## src/rtl/c17_pkg.sv

```systemverilog
// Shared types and golden evaluation function for the registered c17 benchmark.
package c17_pkg;

   localparam int C17_NUM_IN  = 5;
   localparam int C17_NUM_OUT = 2;

   typedef struct packed {
      logic n1;
      logic n2;
      logic n3;
      logic n6;
      logic n7;
   } c17_in_t;

   typedef struct packed {
      logic n22;
      logic n23;
   } c17_out_t;

   function automatic c17_out_t c17_eval(input c17_in_t x);
      logic g10, g11, g16, g19;
      c17_out_t r;
      g10   = ~(x.n1 & x.n3);
      g11   = ~(x.n3 & x.n6);
      g16   = ~(x.n2 & g11);
      g19   = ~(g11 & x.n7);
      r.n22 = ~(g10 & g16);
      r.n23 = ~(g16 & g19);
      return r;
   endfunction

endpackage

```

## src/rtl/c17_reg_nand2.sv

```systemverilog
// Two-input NAND leaf cell used to build the c17 network structurally.
module c17_nand2 (
   input  logic a_i,
   input  logic b_i,
   output logic y_o
);

   assign y_o = ~(a_i & b_i);

endmodule

```

## src/rtl/c17_reg.sv

```systemverilog
// Pipelined c17 benchmark: six-NAND network feeding PIPE_STAGES valid-qualified registers.
// Optional build macro C17_SELFTEST_EN adds an internal 0..31 pattern generator (st_en/st_pat).
module c17_reg
   import c17_pkg::*;
#(
   parameter int PIPE_STAGES = 1
) (
   input  logic       clk,
   input  logic       rst_n,
   input  logic       in_valid,
   input  logic       n1,
   input  logic       n2,
   input  logic       n3,
   input  logic       n6,
   input  logic       n7,
`ifdef C17_SELFTEST_EN
   input  logic       st_en,
   output logic [4:0] st_pat,
`endif
   output logic       out_valid,
   output logic       n22,
   output logic       n23
);

   c17_in_t  pat_in;
   logic     vld_in;
   c17_out_t res;
   logic     g10, g11, g16, g19;

`ifdef C17_SELFTEST_EN
   logic [C17_NUM_IN-1:0] st_cnt_q, st_cnt_d;

   always_comb begin
      st_cnt_d = st_en ? st_cnt_q + 5'd1 : '0;
      pat_in   = st_en ? c17_in_t'(st_cnt_q) : c17_in_t'({n1, n2, n3, n6, n7});
      vld_in   = st_en | in_valid;
   end

   always_ff @(posedge clk or negedge rst_n) begin
      if (!rst_n) st_cnt_q <= '0;
      else        st_cnt_q <= st_cnt_d;
   end

   assign st_pat = st_cnt_q;
`else
   always_comb begin
      pat_in = c17_in_t'({n1, n2, n3, n6, n7});
      vld_in = in_valid;
   end
`endif

   c17_nand2 u_g10 (.a_i(pat_in.n1), .b_i(pat_in.n3), .y_o(g10));
   c17_nand2 u_g11 (.a_i(pat_in.n3), .b_i(pat_in.n6), .y_o(g11));
   c17_nand2 u_g16 (.a_i(pat_in.n2), .b_i(g11),       .y_o(g16));
   c17_nand2 u_g19 (.a_i(g11),       .b_i(pat_in.n7), .y_o(g19));
   c17_nand2 u_r22 (.a_i(g10),       .b_i(g16),       .y_o(res.n22));
   c17_nand2 u_r23 (.a_i(g16),       .b_i(g19),       .y_o(res.n23));

   logic     [PIPE_STAGES-1:0] vld_q, vld_d;
   c17_out_t [PIPE_STAGES-1:0] dat_q, dat_d;

   // Valid always shifts; data of a stage only moves when its incoming valid is set.
   always_comb begin
      vld_d    = vld_q;
      dat_d    = dat_q;
      vld_d[0] = vld_in;
      dat_d[0] = vld_in ? res : dat_q[0];
      for (int i = 1; i < PIPE_STAGES; i++) begin
         vld_d[i] = vld_q[i-1];
         dat_d[i] = vld_q[i-1] ? dat_q[i-1] : dat_q[i];
      end
   end

   always_ff @(posedge clk or negedge rst_n) begin
      if (!rst_n) begin
         vld_q <= '0;
         dat_q <= '0;
      end else begin
         vld_q <= vld_d;
         dat_q <= dat_d;
      end
   end

   assign out_valid = vld_q[PIPE_STAGES-1];
   assign n22       = dat_q[PIPE_STAGES-1].n22;
   assign n23       = dat_q[PIPE_STAGES-1].n23;

endmodule

```

## config.mk

```make
export PLATFORM = sky130hd
export DESIGN_NAME = c17_reg
export DESIGN_NICKNAME = d
export VERILOG_FILES = /design/src/rtl/c17_pkg.sv /design/src/rtl/c17_reg_nand2.sv /design/src/rtl/c17_reg.sv
export SDC_FILE = /design/constraint.sdc
export NUM_CORES = 1
export LEC_CHECK = 0
export CORE_AREA = 2 2 39 41
export CTS_BUF_LIST = sky130_fd_sc_hd__clkbuf_16
export DETAILED_ROUTE_END_ITERATION = 10
export DIE_AREA = 0 0 41 43
export HOLD_SLACK_MARGIN = 0.08
export SLEW_MARGIN = 20
export SYNTH_ARGS = -nofsm -noshare
export SYNTH_HDL_FRONTEND = slang
export SYNTH_HIERARCHICAL = 1
export SYNTH_SLANG_ARGS = --single-unit
```

## constraint.sdc

```tcl
create_clock -name clk -period 0.8 [get_ports clk]
set_input_delay 0.16 -clock clk [delete_from_list [all_inputs] [get_ports clk]]
set_output_delay 0.16 -clock clk [all_outputs]
set_load 0.01 [all_outputs]
```

# Word-level counts from Yosys, hierarchy flattened
# Index checks and enable logic that the tools add are counted.
# Widths: inputs -> output; s select.
[word_totals]
reg_bits = 3
input_bits = 8
out_inout_bits = 3
[op_classes]
bitwise_logic = 12
[op_table]
columns = ["op", "count"]
rows = [
  ["$and 1x1->1", 6],
  ["$not 1->1", 6],
]

# Logic depth before layout (Yosys ltp)
[depth]
depth_word = 6
mapped_depth = 4
mapped_depth_nobuf = 4

# Modules after synthesis
# Netlist, hierarchy kept.
[modules_own_cells]
columns = ["mod", "n_inst", "cells_per_inst", "area_each_um2", "seq_area_each_um2"]
rows = [
  ["c17_reg", 1, 5, 97.6, 75.1],
  ["c17_nand2", 6, 1, 3.8, 0.0],
]

# Least setup slack after synthesis
# OpenSTA, ideal clock, no wires.
[synth_timing]
path_type = "flip-flop to flip-flop"
from = "reg n22 (netlist name)"
to = "reg dat_q (netlist bit n22)"
arrival_ns = 0.645
required_time_ns = 0.675
setup_slack_ns = 0.031
stages_incl_launch_ff = 2
n_path_buf = 0
path_cell_list = "dfrtp_1 > mux2_2"
[synth_lines]
columns = ["element", "line", "rtl"]
rows = [
  ["end signal, assigned", "c17_reg.sv:80", "dat_q <= dat_d;"],
  ["end, declared", "c17_reg.sv:60", "c17_out_t [PIPE_STAGES-1:0] dat_q, dat_d;"],
]

# Worst setup path after layout
[layout_timing]
from = "reg dat_q (netlist bit n23)"
to = "out n23"
[layout_lines]
columns = ["element", "line", "rtl"]
rows = [
  ["end, declared", "c17_reg.sv:22", "output logic n23"],
]
# No word-level cell between the ends.

==> results <==
[routing by layer]
metal | vias to the layer above | track usage [%]
li1 | 63 | -
met1 | 57 | 3.50
met2 | 5 | 6.88
met3 | 0 | 3.14
met4 | 0 | 10.0
met5 | - | 0
[logic make-up after synthesis]
family           share of synthesized area, %
and+or+nand+nor                          18.7
DFF                                      62.5
muxes                                    18.7
[Yosys cell counts, drive strengths merged]
master  n  area, um2
nand2   6       22.5
dfrtp   3       75.1
mux2    2       22.5
[metrics by stage]
step           area (um2)  setup WS (ns)  power [mW]
2_1_floorplan         120         0.0307       0.206
3_3_place_gp          240         -0.412       0.277
3_5_place_dp          240         -0.416       0.278
4_1_cts               304        -0.0930        1.05
5_1_grt               313         -0.118        1.08
6_report              313        -0.0903        1.04
[state kept, by name, indices dropped and copies added, names as in the netlist]
name	cells
n22	1
n23	1
out_valid	1
[timing repair]
action                                  4_1_cts  5_1_grt
endpoints found under the setup margin        5        4
resized for setup                            20        2
pin swaps                                     6        0
[final cells by class]
cell class	count	share of cell area, %
repair buffers	10	26.8
well taps	16	6.40
multi-input cells	8	17.6
clock buffers	3	24.0
clock inverters	1	1.20
flip-flops and latches	3	24.0
[report_power, final]
part / internal (mW) / switching [mW] / leakage [nW] / total [mW]
combinational: 0.0552 / 0.0349 / 0.0832 / 0.0901
sequential: 0.168 / 0.00717 / 0.0343 / 0.176
clock: 0.643 / 0.127 / 0.0423 / 0.770
total: 0.867 / 0.169 / 0.160 / 1.04
[cell usage in the layout (no fill, tap or decap)]
cell	n
dlygate4sd2_1	6
nand2_1	5
clkbuf_16	3
dfrtp_1	3
mux2_4	2
buf_2	2
inv_1	1
clkdlybuf4s50_1	1
buf_6	1
nand2_2	1
[how the worst max path moves through the flow]
| stage | from | to | slack, ns | depth (start not counted) |
|---|---|---|---|---|
| after detailed placement | n3 | n23$_DFFE_PN0P_ | -0.42 | 5 |
| after floorplan | n22$_DFFE_PN0P_ | n22$_DFFE_PN0P_ | 0.03 | 1 |
| after global placement | n3 | n23$_DFFE_PN0P_ | -0.41 | 5 |
| after CTS | n23$_DFFE_PN0P_ | n23 | -0.09 | 1 |
| after global routing | n23$_DFFE_PN0P_ | n23 | -0.12 | 1 |
| final | n23$_DFFE_PN0P_ | n23 | -0.09 | 1 |
==> metrics.md <==
| Metric | Value |
|---|---|
| Status | `finished, violations left` |
| Failing checks | `negative setup slack` |
| Footprint of the multi-input gates | `55.1 um2` |
| First-pass GRT wire length | `524 um` |
| Initial DRC Count | `1` |
| DRC | `0` |
| Area grow syn2layout | `160%` |
| Share of cells above drive strength 1 | `36.0%` |
| CP max-delay cell | `dfrtp_1` |
| Setup TNS | `-0.224 ns` |
| Syn Nets | `19` |
| Slowest stage delay, CP | `0.37 ns` |
| Sequential cell area | `75.1 um2` |
| Clock sink count | `3` |
| Die Wd | `41 um` |
| Fill count | `154` |
| Gp weighted congestion | `0.430` |
| Yosys cell types | `3` |
| Total inserted antenna cells | `0` |
| Tot GR Track Use | `5.41%` |
| Worst skew pair latency | `0.22 ns` |
| Fin Hold WS | `0.123 ns` |
| DR WL met2 | `172 um` |
| H-tree Lvls | `1` |
| Routed met3 length | `33 um` |
| Setup crit start kind | `flop` |
| Hold Fails Final Rpt | `0` |
| Initial antenna violation count | `0` |
| LEAKAGE | `0.160 nW` |
| Synth Register Bits | `3` |
| Reg2reg end | `n23$_DFFE_PN0P_` |
| Fmax | `1120 MHz` |
| FF-to-FF path depth | `1` |
| Vias in the first global route | `142` |
| Worst Skew | `0 ns` |
| Post-CTS Setup Inserts | `0` |
| Initial Util | `8.68%` |
| Largest net degree at the start of global routing | `4` |
| Critical path's top delay family | `flip-flops` |
| Final ANT Viol Nets | `0` |
| Syn Inst Count | `11` |
| Yosys warns | `6` |
| Post-route clock period utilization | `111%` |
| Crit. End Element | `primary output` |
| Syn_area_per_cell | `10.9 um2` |
| Hold crit path type | `in -> async` |
| Clock Tree Buf Depth | `2` |
| Power Dens Cells | `3310 nW/um2` |
| Synthesized cell area | `120 um2` |
| Slew headroom | `88.8%` |
| Die ar. | `1760 um2` |
| Reg-to-reg slack, setup | `0.05 ns` |
| Worst Tran Pin Value | `0.169 ns` |
| Final wirelength | `331 um` |
| Clock-pin slew on the worst setup and hold paths | `0.03 ns` |
| Start of the worst register-to-register path | `n23$_DFFE_PN0P_` |
| VDD IR-drop max | `573 uV` |
| PortBufs | `10` |
| Buf/Inv on CP | `1` |
| Tmin final | `0.890 ns` |
| Slew Limit Fails | `0` |
| Placed cell count | `37` |
| WL/cell | `8.07 um` |
| Finished Core Util | `22.6%` |
| Num CTS Buffers | `3` |
| Post-Layout Cell Count | `41` |
| Met1 WL | `124 um` |
| # IOs | `11` |
| Data arrival, critical path | `0.73 ns` |
| DIE HEIGHT | `43 um` |
| Core Region | `1380 um2` |
| Sequential fraction of the synthesis area | `62.5%` |
| Drt pass-1 iters | `2` |
| PnR worst setup slack | `-0.0903 ns` |
| Total gr overflow | `0` |
| CTS Hold Buffers Added | `0` |
| Crit-path max FO | `2` |
| Max-Cap Viols | `0` |
| Nets | `34` |
| # rows | `14` |
| Final Setup Violations | `3` |
| Max layer used | `met3` |
| Number of vias per cell | `3.05` |
| Via count | `125` |
| CP required | `0.64 ns` |
| Kind of critical path | `reg -> out` |
| RSZ-0062 raised after global routing | `yes` |
| Crit path cell chain | `buf_2` |
| CTS tree | `yes` |
| Clock root cell | `clkbuf_16` |
No activity file was read; power rests on OpenSTA's default activity.
